$ cat config.mk
export PLATFORM = sky130hd
export DESIGN_NAME = uart_cmd_exec
export DESIGN_NICKNAME = d
export VERILOG_FILES = /design/src/rtl/uart_cmd_exec_pkg.sv /design/src/rtl/uart_cmd_exec_decode.sv /design/src/rtl/uart_cmd_exec.sv
export SDC_FILE = /design/constraint.sdc
export NUM_CORES = 1
export LEC_CHECK = 0
export CORE_ASPECT_RATIO = 0.5
export CORE_UTILIZATION = 40
export DETAILED_ROUTE_END_ITERATION = 7
export GPL_TIMING_DRIVEN = 0
export PLACE_DENSITY_LB_ADDON = 0.2
export SETUP_SLACK_MARGIN = 0.5
export SYNTH_ARGS = -nofsm -noshare
export SYNTH_HDL_FRONTEND = slang
export SYNTH_HIERARCHICAL = 1
export SYNTH_SLANG_ARGS = --single-unit
$ cat constraint.sdc
create_clock -name clk -period 3.2 [get_ports clk]
set_clock_uncertainty 0.05 [all_clocks]
set_input_delay 0.64 -clock clk [delete_from_list [all_inputs] [get_ports clk]]
set_output_delay 0.64 -clock clk [all_outputs]
set_load 0.005 [all_outputs]
$ cat src/rtl/uart_cmd_exec_pkg.sv
// Shared definitions for the UART command executor: FSM states, decoder
// opcodes, keyword and control-character constants, and the log2 helper.
package uart_cmd_exec_pkg;

  typedef enum logic [2:0] {
    ST_IDLE,
    ST_FETCH,
    ST_DECODE,
    ST_COPY,
    ST_TERM,
    ST_DONE
  } state_t;

  typedef enum logic [2:0] {
    OP_ECHO,
    OP_REV,
    OP_UP,
    OP_EMPTY,
    OP_BAD
  } op_t;

  // Keywords as packed strings, first character in the most significant byte.
  localparam logic [39:0] KW_ECHO_SP = "echo ";
  localparam logic [31:0] KW_ECHO    = "echo";
  localparam logic [31:0] KW_REV_SP  = "rev ";
  localparam logic [23:0] KW_REV     = "rev";
  localparam logic [23:0] KW_UP_SP   = "up ";
  localparam logic [15:0] KW_UP      = "up";

  localparam logic [7:0] CH_CR      = 8'h0D;
  localparam logic [7:0] CH_LF      = 8'h0A;
  localparam logic [7:0] CH_BS      = 8'h08;
  localparam logic [7:0] CH_QMARK   = 8'h3F;
  localparam logic [7:0] CH_LOWER_A = 8'h61;
  localparam logic [7:0] CH_LOWER_Z = 8'h7A;
  localparam logic [7:0] CASE_DELTA = 8'h20;

  localparam logic [15:0] BANNER_TEXT = "ok";

  // Floor of log2; log2(LEN-1)+1 gives the bits needed to address LEN bytes.
  function automatic int log2(input int value);
    int v;
    int r;
    v = value;
    r = 0;
    while (v > 1) begin
      v = v >> 1;
      r = r + 1;
    end
    return r;
  endfunction

endpackage

$ cat src/rtl/uart_cmd_exec_decode.sv
// Combinational keyword classifier. Bytes beyond K in the keyword register
// are zero, so an exact short keyword compares cleanly against the constants.
module cmd_keyword_decode
  import uart_cmd_exec_pkg::*;
(
  input  logic [39:0] kw_str,
  input  logic [2:0]  k,
  output op_t         op,
  output logic [2:0]  arg_off
);

  // Longest keyword first so "rev " is not mistaken for the bare "rev".
  // NOTE: every always_comb output gets a default first; a missed branch would otherwise infer a latch.
  always_comb begin
    op      = OP_BAD;
    arg_off = 3'd0;
    if (k == 3'd0) begin
      op = OP_EMPTY;
    end else if (k == 3'd5 && kw_str == KW_ECHO_SP) begin
      op      = OP_ECHO;
      arg_off = 3'd5;
    end else if (k == 3'd4 && kw_str[39:8] == KW_ECHO) begin
      op = OP_EMPTY;
    end else if (k >= 3'd4 && kw_str[39:8] == KW_REV_SP) begin
      op      = OP_REV;
      arg_off = 3'd4;
    end else if (k == 3'd3 && kw_str[39:16] == KW_REV) begin
      op = OP_EMPTY;
    end else if (k >= 3'd3 && kw_str[39:16] == KW_UP_SP) begin
      op      = OP_UP;
      arg_off = 3'd3;
    end else if (k == 3'd2 && kw_str[39:24] == KW_UP) begin
      op = OP_EMPTY;
    end
  end

endmodule

$ cat src/rtl/uart_cmd_exec.sv
// Command executor: fetches the keyword from the RX region, decodes it, and
// builds the response (argument copy, reverse or upcase, then CR/LF) in the
// TX region before handing it back with msg_valid/msg_len.
module uart_cmd_exec
  import uart_cmd_exec_pkg::*;
#(
  parameter int WIDTH      = 8,
  parameter int LEN        = 256,
  parameter int RXSTR_BASE = 0,
  parameter int TXSTR_BASE = 128,
  parameter int BANNER     = 0,
  parameter int AW         = log2(LEN - 1) + 1
) (
  input  logic             clk,
  input  logic             rst,
  input  logic             cmd_valid,
  input  logic [AW-1:0]    cmd_len,
  output logic             msg_valid,
  output logic [AW-1:0]    msg_len,
  output logic [AW-1:0]    mem_addr,
  output logic [WIDTH-1:0] mem_wdata,
  input  logic [WIDTH-1:0] mem_rdata,
  output logic             mem_we,
  output logic             busy,
  output logic             overrun
);

  localparam logic [AW-1:0] RX_BASE     = AW'(RXSTR_BASE);
  localparam logic [AW-1:0] TX_BASE     = AW'(TXSTR_BASE);
  localparam logic [AW-1:0] LEN_CAP     = AW'(TXSTR_BASE - RXSTR_BASE);
  // Largest response body that still leaves room for CR/LF below LEN.
  localparam logic [AW-1:0] N_MAX       = AW'(LEN - TXSTR_BASE - 2);
  localparam state_t        RESET_STATE = (BANNER != 0) ? ST_COPY : ST_IDLE;

  state_t          state_q, state_d;
  logic [AW-1:0]   len_q;
  logic [2:0]      k_q;
  logic [4:0][7:0] kw_q;
  logic [AW-1:0]   cnt_q;
  logic            phase_q;
  logic [AW-1:0]   n_q;
  op_t             op_q;
  logic [2:0]      off_q;
  logic            banner_q;
  logic [AW-1:0]   msg_len_q;
  logic            cmd_valid_q;

  logic            arrival;
  logic [AW-1:0]   len_clamped;
  logic [2:0]      k_init;
  logic [39:0]     kw_str;
  op_t             op_dec;
  logic [2:0]      off_dec;
  logic [AW-1:0]   arg_len;
  logic [AW-1:0]   n_dec;
  logic [AW-1:0]   src_addr;
  logic [7:0]      rbyte;
  logic [7:0]      up_byte;
  logic [7:0]      copy_byte;
  logic [7:0]      wbyte;
  logic            unused_rdata;

  // Only the low byte of the RAM word carries data; the rest is folded into a sink.
  assign rbyte        = mem_rdata[7:0];
  assign unused_rdata = ^mem_rdata;

  // A held cmd_valid is one command: only its rising edge counts.
  assign arrival     = cmd_valid & ~cmd_valid_q;
  assign len_clamped = (cmd_len > LEN_CAP) ? LEN_CAP : cmd_len;
  assign k_init      = (len_clamped >= AW'(5)) ? 3'd5 : len_clamped[2:0];
  assign kw_str      = {kw_q[0], kw_q[1], kw_q[2], kw_q[3], kw_q[4]};

  cmd_keyword_decode u_decode (
    .kw_str  (kw_str),
    .k       (k_q),
    .op      (op_dec),
    .arg_off (off_dec)
  );

  // Response body length from the decoded opcode, truncated to fit the TX region.
  always_comb begin
    arg_len = '0;
    case (op_dec)
      OP_ECHO, OP_REV, OP_UP: begin
        if (len_q > AW'(off_dec)) arg_len = len_q - AW'(off_dec);
      end
      OP_BAD:  arg_len = AW'(1);
      default: arg_len = '0;
    endcase
    n_dec = (arg_len > N_MAX) ? N_MAX : arg_len;
  end

  // Reverse walks from the last command byte down; other modes walk forward.
  assign src_addr = (op_q == OP_REV) ? (RX_BASE + len_q - AW'(1) - cnt_q)
                                     : (RX_BASE + AW'(off_q) + cnt_q);
  assign up_byte  = (rbyte >= CH_LOWER_A && rbyte <= CH_LOWER_Z) ? (rbyte - CASE_DELTA) : rbyte;

  // Select the byte written in a COPY write cycle.
  always_comb begin
    copy_byte = rbyte;
    if (banner_q) begin
      copy_byte = (cnt_q == '0) ? BANNER_TEXT[15:8] : BANNER_TEXT[7:0];
    end else begin
      case (op_q)
        OP_BAD:  copy_byte = CH_QMARK;
        OP_UP:   copy_byte = up_byte;
        default: copy_byte = rbyte;
      endcase
    end
  end

  // Next-state logic and RAM port drive.
  always_comb begin
    state_d  = state_q;
    mem_addr = '0;
    mem_we   = 1'b0;
    wbyte    = 8'h00;
    case (state_q)
      ST_IDLE: begin
        if (arrival) state_d = ST_FETCH;
      end
      ST_FETCH: begin
        if (cnt_q < AW'(k_q)) mem_addr = RX_BASE + cnt_q;
        if (cnt_q == AW'(k_q)) state_d = ST_DECODE;
      end
      ST_DECODE: begin
        state_d = (n_dec == '0) ? ST_TERM : ST_COPY;
      end
      ST_COPY: begin
        if (!phase_q) begin
          mem_addr = src_addr;
        end else begin
          mem_addr = TX_BASE + cnt_q;
          mem_we   = 1'b1;
          wbyte    = copy_byte;
          if (cnt_q + AW'(1) == n_q) state_d = ST_TERM;
        end
      end
      ST_TERM: begin
        mem_addr = TX_BASE + n_q + AW'(phase_q);
        mem_we   = 1'b1;
        wbyte    = phase_q ? CH_LF : CH_CR;
        if (phase_q) state_d = ST_DONE;
      end
      ST_DONE: begin
        state_d = ST_IDLE;
      end
      default: state_d = ST_IDLE;
    endcase
  end

  // State register and datapath registers.
  // NOTE: sequential state uses non-blocking assignments so every register samples pre-edge values.
  always_ff @(posedge clk) begin
    if (rst) begin
      state_q     <= RESET_STATE;
      len_q       <= '0;
      k_q         <= 3'd0;
      kw_q        <= '0;
      cnt_q       <= '0;
      phase_q     <= 1'b0;
      n_q         <= (BANNER != 0) ? AW'(2) : '0;
      op_q        <= OP_EMPTY;
      off_q       <= 3'd0;
      banner_q    <= (BANNER != 0);
      msg_len_q   <= '0;
      cmd_valid_q <= 1'b0;
    end else begin
      state_q     <= state_d;
      cmd_valid_q <= cmd_valid;
      case (state_q)
        ST_IDLE: begin
          if (arrival) begin
            len_q    <= len_clamped;
            k_q      <= k_init;
            kw_q     <= '0;
            cnt_q    <= '0;
            banner_q <= 1'b0;
          end
        end
        ST_FETCH: begin
          // Read data lags the address by one cycle, so slot cnt-1 lands now.
          if (cnt_q != '0) kw_q[3'(cnt_q - AW'(1))] <= rbyte;
          cnt_q <= cnt_q + AW'(1);
        end
        ST_DECODE: begin
          n_q     <= n_dec;
          op_q    <= op_dec;
          off_q   <= off_dec;
          cnt_q   <= '0;
          phase_q <= 1'b0;
        end
        ST_COPY: begin
          phase_q <= ~phase_q;
          if (phase_q) cnt_q <= cnt_q + AW'(1);
        end
        ST_TERM: begin
          phase_q <= ~phase_q;
          if (phase_q) msg_len_q <= n_q + AW'(2);
        end
        default: begin
        end
      endcase
    end
  end

  assign busy      = (state_q != ST_IDLE);
  assign msg_valid = (state_q == ST_DONE);
  assign overrun   = arrival & busy;
  assign msg_len   = msg_len_q;
  assign mem_wdata = WIDTH'(wbyte);

endmodule

# Word-level counts from Yosys, hierarchy flattened
# Cells that the tools add are included.
# totals
register_bits	86
latch_bits	0
mem_bits_rw	0
mem_bits_ro	0
wordCells	140
memories	0
# op_classes
n_addsub	11
n_mul	0
div_mod_pow	0
order_cmp	11
n_eq_ne	29
n_shift	0
mux	46
bitwise	4
n_reduce_logical	24
# ops
op	n
8-bit 2-to-1 mux	11
40-bit 2-to-1 mux	2
40-bit case mux with 2 select lines	1
32-bit by 31-bit == test with 1-bit output, second input constant	2
3-bit 2-to-1 mux	20
24-bit by 23-bit == test with 1-bit output, second input constant	2
8-bit case mux with 2 select lines	3
40-bit bitwise mux	1
40-bit by 39-bit == test with 1-bit output, second input constant	1
8-bit case mux with 4 select lines	1
8-bit demux with 3-bit select	1
8-bit case mux with 3 select lines	1
3-bit by 2-bit == test with 1-bit output, second input constant	6
3-bit == test, second input constant	6
8-bit adder, first input constant	2
16-bit by 15-bit == test with 1-bit output, second input constant	1
3-bit case mux with 5 select lines	1
2-bit inequality test, second input constant	6
3-bit by 1-bit == test with 1-bit output, second input constant	3
3-bit zero test	3
3-bit by 8-bit adder with 8-bit output	1
8-bit by 1-bit adder with 8-bit output	1
8-bit by 1-bit adder with 8-bit output, second input constant	1
8-bit by 2-bit adder with 8-bit output, second input constant	1
34 further kinds	47

# Depth between registers and ports, before layout
# Gate-level depths: netlist of run 1.
# logic_depth
ltp_word	17
mapped_depth	14

# By module
# The synthesis of run 1 kept the hierarchy.
# by_module_without_submodules
mod	n_inst	cells_each	area_each_um2	seq_area_each_um2
uart_cmd_exec	1	693	5363.9	1721.7
cmd_keyword_decode	1	44	346.6	0.0

# Least setup slack after synthesis of run 1
# Ideal clock, no wire load.
# synth_timing
path_type	flip-flop to flip-flop
startpoint	register kw_q[10] (netlist name)
endpoint	register state_q[2]
setup_time_ps	122
t_arrival_ps	3242
slack_ps	-213
stages_incl_launch_ff	14
path_buffers	0
cell_sequence	dfxtp_1 nor4b_2 nand2_1 or4_1 or3_1 nand2_1 inv_1 ha_1 nor2b_1 o21a_1 nand3b_1 mux2i_4 nor4_1 o311a_1
# synth_via
elab_cells_between_ends	39
classes_between	1 x add/sub; 2 x order compare; 9 x eq/ne; 18 x mux; 9 x reduce/logical
# synth_lines
element	line	rtl
from (decl)	uart_cmd_exec.sv:38	logic [4:0][7:0] kw_q;
from (signal, indexed assignment)	uart_cmd_exec.sv:183	if (cnt_q != '0) kw_q[3'(cnt_q - AW'(1))] <= rbyte;
32-bit by 31-bit == test with 1-bit output	uart_cmd_exec_decode.sv:24	end else if (k >= 3'd4 && kw_str[39:8] == KW_REV_SP) begin
1-bit logical AND	uart_cmd_exec_decode.sv:24	
3-bit 2-to-1 mux	uart_cmd_exec_decode.sv:24	
3-bit 2-to-1 mux	uart_cmd_exec_decode.sv:22	end else if (k == 3'd4 && kw_str[39:8] == KW_ECHO) begin
3-bit 2-to-1 mux (*)	uart_cmd_exec_decode.sv:19	end else if (k == 3'd5 && kw_str == KW_ECHO_SP) begin
3-bit 2-to-1 mux (*)	uart_cmd_exec_decode.sv:17	if (k == 3'd0) begin
net off_dec[2]	uart_cmd_exec.sv:53	logic [2:0] off_dec;
8-bit by 3-bit subtractor with 8-bit output or 8-bit by 3-bit greater-than comparator with 1-bit output (tied branches)	uart_cmd_exec.sv:85	if (len_q > AW'(off_dec)) arg_len = len_q - AW'(off_dec);
8-bit 2-to-1 mux (*)	uart_cmd_exec.sv:85	
8-bit case mux with 2 select lines (*)	uart_cmd_exec.sv:83	case (op_dec)
8-bit by 7-bit greater-than comparator with 1-bit output	uart_cmd_exec.sv:90	n_dec = (arg_len > N_MAX) ? N_MAX : arg_len;
8-bit 2-to-1 mux (*)	uart_cmd_exec.sv:90	
8-bit zero test (*)	uart_cmd_exec.sv:127	state_d = (n_dec == '0) ? ST_TERM : ST_COPY;
3-bit 2-to-1 mux (*)	uart_cmd_exec.sv:127	
3-bit case mux with 5 select lines (*)	uart_cmd_exec.sv:118	case (state_q)
to (signal assigned)	uart_cmd_exec.sv:169	state_q <= state_d;
to (decl)	uart_cmd_exec.sv:35	state_t state_q, state_d;
# Mark *: on every way through the listed nets, which the timed path passes. The rest lies on a longest branch.
# A chain may end at the register's enable or synchronous reset.

# Final worst setup path of run 1
# layout_timing
startpoint	register kw_q[10] (netlist name)
endpoint	register n_q[4]
# layout_via
elab_cells_between_ends	36
classes_between	1 x add/sub; 2 x order compare; 9 x eq/ne; 16 x mux; 8 x reduce/logical
# layout_lines
element	line	rtl
24-bit by 23-bit == test with 1-bit output	uart_cmd_exec_decode.sv:29	end else if (k >= 3'd3 && kw_str[39:16] == KW_UP_SP) begin
1-bit logical AND	uart_cmd_exec_decode.sv:29	
2-bit 2-to-1 mux	uart_cmd_exec_decode.sv:29	
3-bit 2-to-1 mux	uart_cmd_exec_decode.sv:27	end else if (k == 3'd3 && kw_str[39:16] == KW_REV) begin
3-bit 2-to-1 mux	uart_cmd_exec_decode.sv:24	
3-bit 2-to-1 mux	uart_cmd_exec_decode.sv:22	
3-bit 2-to-1 mux (*)	uart_cmd_exec_decode.sv:19	
3-bit 2-to-1 mux (*)	uart_cmd_exec_decode.sv:17	
net off_dec[0]	uart_cmd_exec.sv:53	
8-bit by 3-bit subtractor with 8-bit output or 8-bit by 3-bit greater-than comparator with 1-bit output (tied branches)	uart_cmd_exec.sv:85	
8-bit 2-to-1 mux (*)	uart_cmd_exec.sv:85	
8-bit case mux with 2 select lines (*)	uart_cmd_exec.sv:83	
8-bit by 7-bit greater-than comparator with 1-bit output	uart_cmd_exec.sv:90	
8-bit 2-to-1 mux (*)	uart_cmd_exec.sv:90	
to (signal assigned)	uart_cmd_exec.sv:162	n_q <= (BANNER != 0) ? AW'(2) : '0;
to (signal assigned)	uart_cmd_exec.sv:187	n_q <= n_dec;
to (decl)	uart_cmd_exec.sv:41	logic [AW-1:0] n_q;
# Marked as above.

==> reports/metrics.csv, run 1 <==
stage;metric;value;unit
logic_synthesis;syn_area_per_cell;7.748;um^2
drt;drtPass1Iterations;5;
drt;antenna_left;0;
clock_tree;cts_buffers;9;
floorplan;num_io_pins;47;
global_route;grt_pass1_vias;5482;
drt;routed_via_density;5.768;
worst_setup_path;critPathMaxStageDelay;0.53;ns
timing;setup_ws;-0.3177;ns
logic_synthesis;ys_seq_area_frac;0.3015;
worst_setup_path;required;3.39;ns
worst_setup_path;cp_slowest_cell;or4_4;
pwr;swShare;0.4019;
pwr;max-vdd-ir-drop;0.0003302;V
pwr;p_clk_frac;0.261;
timing;maxSlewViolCount;0;
pwr;switching_power;0.001694;W
timing;setup_viol;12;
worst_setup_path;end_kind;register;
timing;post-route-period-util;1.099;
hold_path;hp-start;kw_q[29];
clock_tree;cts.clk_slew.worst_paths;0.07;ns
timing;hold_viol_final;0;
logic_synthesis;synth_edf_count;0;
status;violations;setup timing;
worst_setup_path;rr_worst_depth;13;
hold_path;holdPathStages;2;
timing;worst_slew_pin_slew;0.7693;ns
placement;dp.cells;974;
finish;utilization;0.5573;
finish;instances_no_fill;1030;
logic_synthesis;synth_fp_nets;782;
logic_synthesis;syn_area;5710;um^2
worst_setup_path;r2r-start;kw_q[10];
global_route;track_usage;0.2690;
worst_setup_path;cp_max_fo;6;
drt;drc;0;
drt;wl;19600;um
pwr;p_comb_frac;0.437;
floorplan;core;13740;um^2
pwr;intPower;0.002520;W
drt;vias;5941;
floorplan;start_util;0.4157;
logic_synthesis;synth_seq_cells;86;
global_route;overflow;0;
hold_path;holdCritPathClass;reg2reg;
pwr;p_leak;2.870;nW
logic_synthesis;synth_ff_type;dfxtp_1;
global_route;grt_pass1_wl;29810;um
worst_setup_path;r2r-end;n_q[4];
finish;nets;878;
clock_tree;cts_num_sinks;86;
floorplan;die_height;86.49;um
clock_tree;cts_hold_buf;0;
clock_tree;clk_latency;0.35;ns
floorplan;die_width;171.0;um
timing;max_slew_margin;0.4871;
global_route;grt_max_degree;17;
logic_synthesis;synth_cells;737;
drt;wl_per_cell;19.03;um
floorplan;num_rows;30;
logic_synthesis;ys_warn_count;6;
placement;dp.final_hpwl;13420;um
clock_tree;clockRootBuffer;clkbuf_16;
finish;drive_above_1_share;0.2733;
clock_tree;cts.htree.levels;3;
finish;antenna_cells;0;
timing;fmax;0.2843;GHz
status;outcome;finished, violations left;
placement;portBuffers;45;
pwr;power_density;550.4;nW/um^2
worst_setup_path;critPathKind;reg2reg;
worst_setup_path;r2r_setup_slack;-0.32;ns
finish;syn_to_final_growth;34.07;%
worst_setup_path;arrival;3.71;ns
global_route;antenna_found_initial;0;
worst_setup_path;crit_chain;nor4b_4 -> nand2_1 -> or4_4 -> or3_4 -> nand2_4 -> ha_4 -> fa_2 -> nor2b_4 -> o31a_1 -> o21ai_2 -> nor4_4 -> a211o_4 -> o21a_1;
floorplan;die-area;14790;um^2
flow_run;drv_cap;0;
pwr;total_power;0.004214;W
hold_path;holdPathEnd;kw_q[29];
worst_setup_path;startpoint_type;register;
drt;drt-initial-drc-count;509;
logic_synthesis;async_reset_ff_frac;0;
clock_tree;cts_tree;yes;
pwr;p_seq_frac;0.302;
clock_tree;cts_max_path_buffers;2;
placement;gp_congestion;0.9216;
timing;period_minus_slack;3.518;ns
logic_synthesis;synth_cell_types;72;
timing;rsz0062_at_grt;yes;
## synthesized netlist by cell type, types with 10 or more instances
cell type	n	area, um^2
a21oi_1	80	400.4
xnor2_1	17	148.9
dfxtp_1	86	1722
buf_2	14	70.07
nand3b_1	19	142.6
nor2b_1	12	75.07
nor3_1	23	115.1
or3_1	11	68.82
ha_1	23	287.8
clkbuf_1	28	105.1
o21ai_0	19	95.09
nand3_1	46	230.2
xor2_1	16	140.1
nor2_1	55	206.5
nand2_1	86	322.8
inv_1	28	105.1
or2_2	11	68.82
a21o_1	10	75.07
## cell families after synthesis
group	after synthesis	share of synthesized area
simple gates	336	0.3227
mux	4	0.009202
xor+xnor	33	0.05061
compound gates	174	0.1981
flops	86	0.3015
fa+ha+maj	26	0.06091
buf+inv	78	0.05697
## flip-flops by register name, indices dropped and copies added (netlist names)
signal	count
k_q	3
msg_len	8
off_q	3
kw_q	40
state_q	3
len_q	8
op_q	3
phase_q	1
n_q	8
cmd_valid_q	1
cnt_q	8
## cell type report
class                           instances  area [um^2]
Clock buffer                            9        225.2
Inverter                               28        108.9
Multi-Input combinational cell        573         4212
Timing Repair Buffer                   85        748.2
Sequential cell                        86         1749
Buffer                                 50        295.3
Clock inverter                          7        77.57
Tap cell                              192        240.2
Fill cell                            1276         6082
## routing by layer
layer  wire length [um]  GRT usage  vias to the layer above
met5                  0          0                        -
met4                403    0.09740                        0
met3               1371    0.04886                       34
met2               8740     0.4209                      228
met1               9080     0.3711                     2853
li1                   -          -                     2826
## power by group through the flow
| stage | clock, W | combinational [W] | sequential [W] |
|---|---|---|---|
| 2_1_floorplan | 0 | 0.000962 | 0.00124 |
| 3_3_place_gp | 0 | 0.00138 | 0.00128 |
| 3_5_place_dp | 0 | 0.00139 | 0.00128 |
| 4_1_cts | 0.00111 | 0.00166 | 0.00126 |
| 5_1_grt | 0.00116 | 0.00197 | 0.00128 |
| 6_report | 0.00110 | 0.00184 | 0.00127 |
## placed cells by master, fill, tap and decap left out, drive strengths merged, types with 20 or more instances in the layout
cell type	instances
a21oi	80
buf	81
clkbuf	38
clkdlybuf4s50	20
dfxtp	86
ha	23
inv	30
nand2	86
nand3	47
nand3b	20
nor2	55
nor3	27
o21ai	22
## per-stage QoR
step	worst slack, ns	setup TNS, ns	cell area [um^2]	hold WS, ns
after global routing	-0.4482	-4.541	7656	0.4484
after global placement	-0.6502	-6.655	6456	0.4039
after CTS	-0.3031	-2.838	7380	0.4170
after detailed placement	-0.6634	-6.916	6456	0.4076
after floorplan	-0.1202	-0.3338	5766	0.3900
final	-0.3177	-3.008	7656	0.4195
## worst max-delay path, delay by kind of cell, from the launching register on
family                   cells  cell delay, ns
AO/OA/AOI/OAI                4            1.05
AND/OR/NAND/NOR              7            1.58
flip-flops                   1            0.34
adder cells (fa/ha/maj)      2            0.39
## repair_timing
action                                  in CTS  in global routing
gates cloned                                 1                  0
setup buffers                               28                 11
endpoints found under the setup margin      33                 34
gates resized for setup                    195                 56
pin swaps                                   48                 28
## worst max-delay path by stage
| stage | to | cells after the start | startpoint | slack (ns) |
|---|---|---|---|---|
| finish | n_q[4] | 13 | kw_q[10] | -0.32 |
| global route | n_q[2] | 13 | kw_q[8] | -0.45 |
| CTS | n_q[4] | 15 | kw_q[10] | -0.30 |
| detailed placement | state_q[0] | 13 | kw_q[3] | -0.66 |
| global placement | state_q[0] | 13 | kw_q[3] | -0.65 |
| floorplan | state_q[0] | 13 | kw_q[3] | -0.12 |
(Power assumes the default switching activity.)
==> run 2: changes to the inputs <==
--- a/config.mk
+++ b/config.mk
@@ -7,6 +7,7 @@
 export LEC_CHECK = 0
 export CORE_ASPECT_RATIO = 0.5
 export CORE_UTILIZATION = 40
+export CTS_CLUSTER_DIAMETER = 200
 export DETAILED_ROUTE_END_ITERATION = 7
 export GPL_TIMING_DRIVEN = 0
 export PLACE_DENSITY_LB_ADDON = 0.2
==> results of run 2 <==
Same layout as run 1: the final DEF is identical, and so are final timing and power.
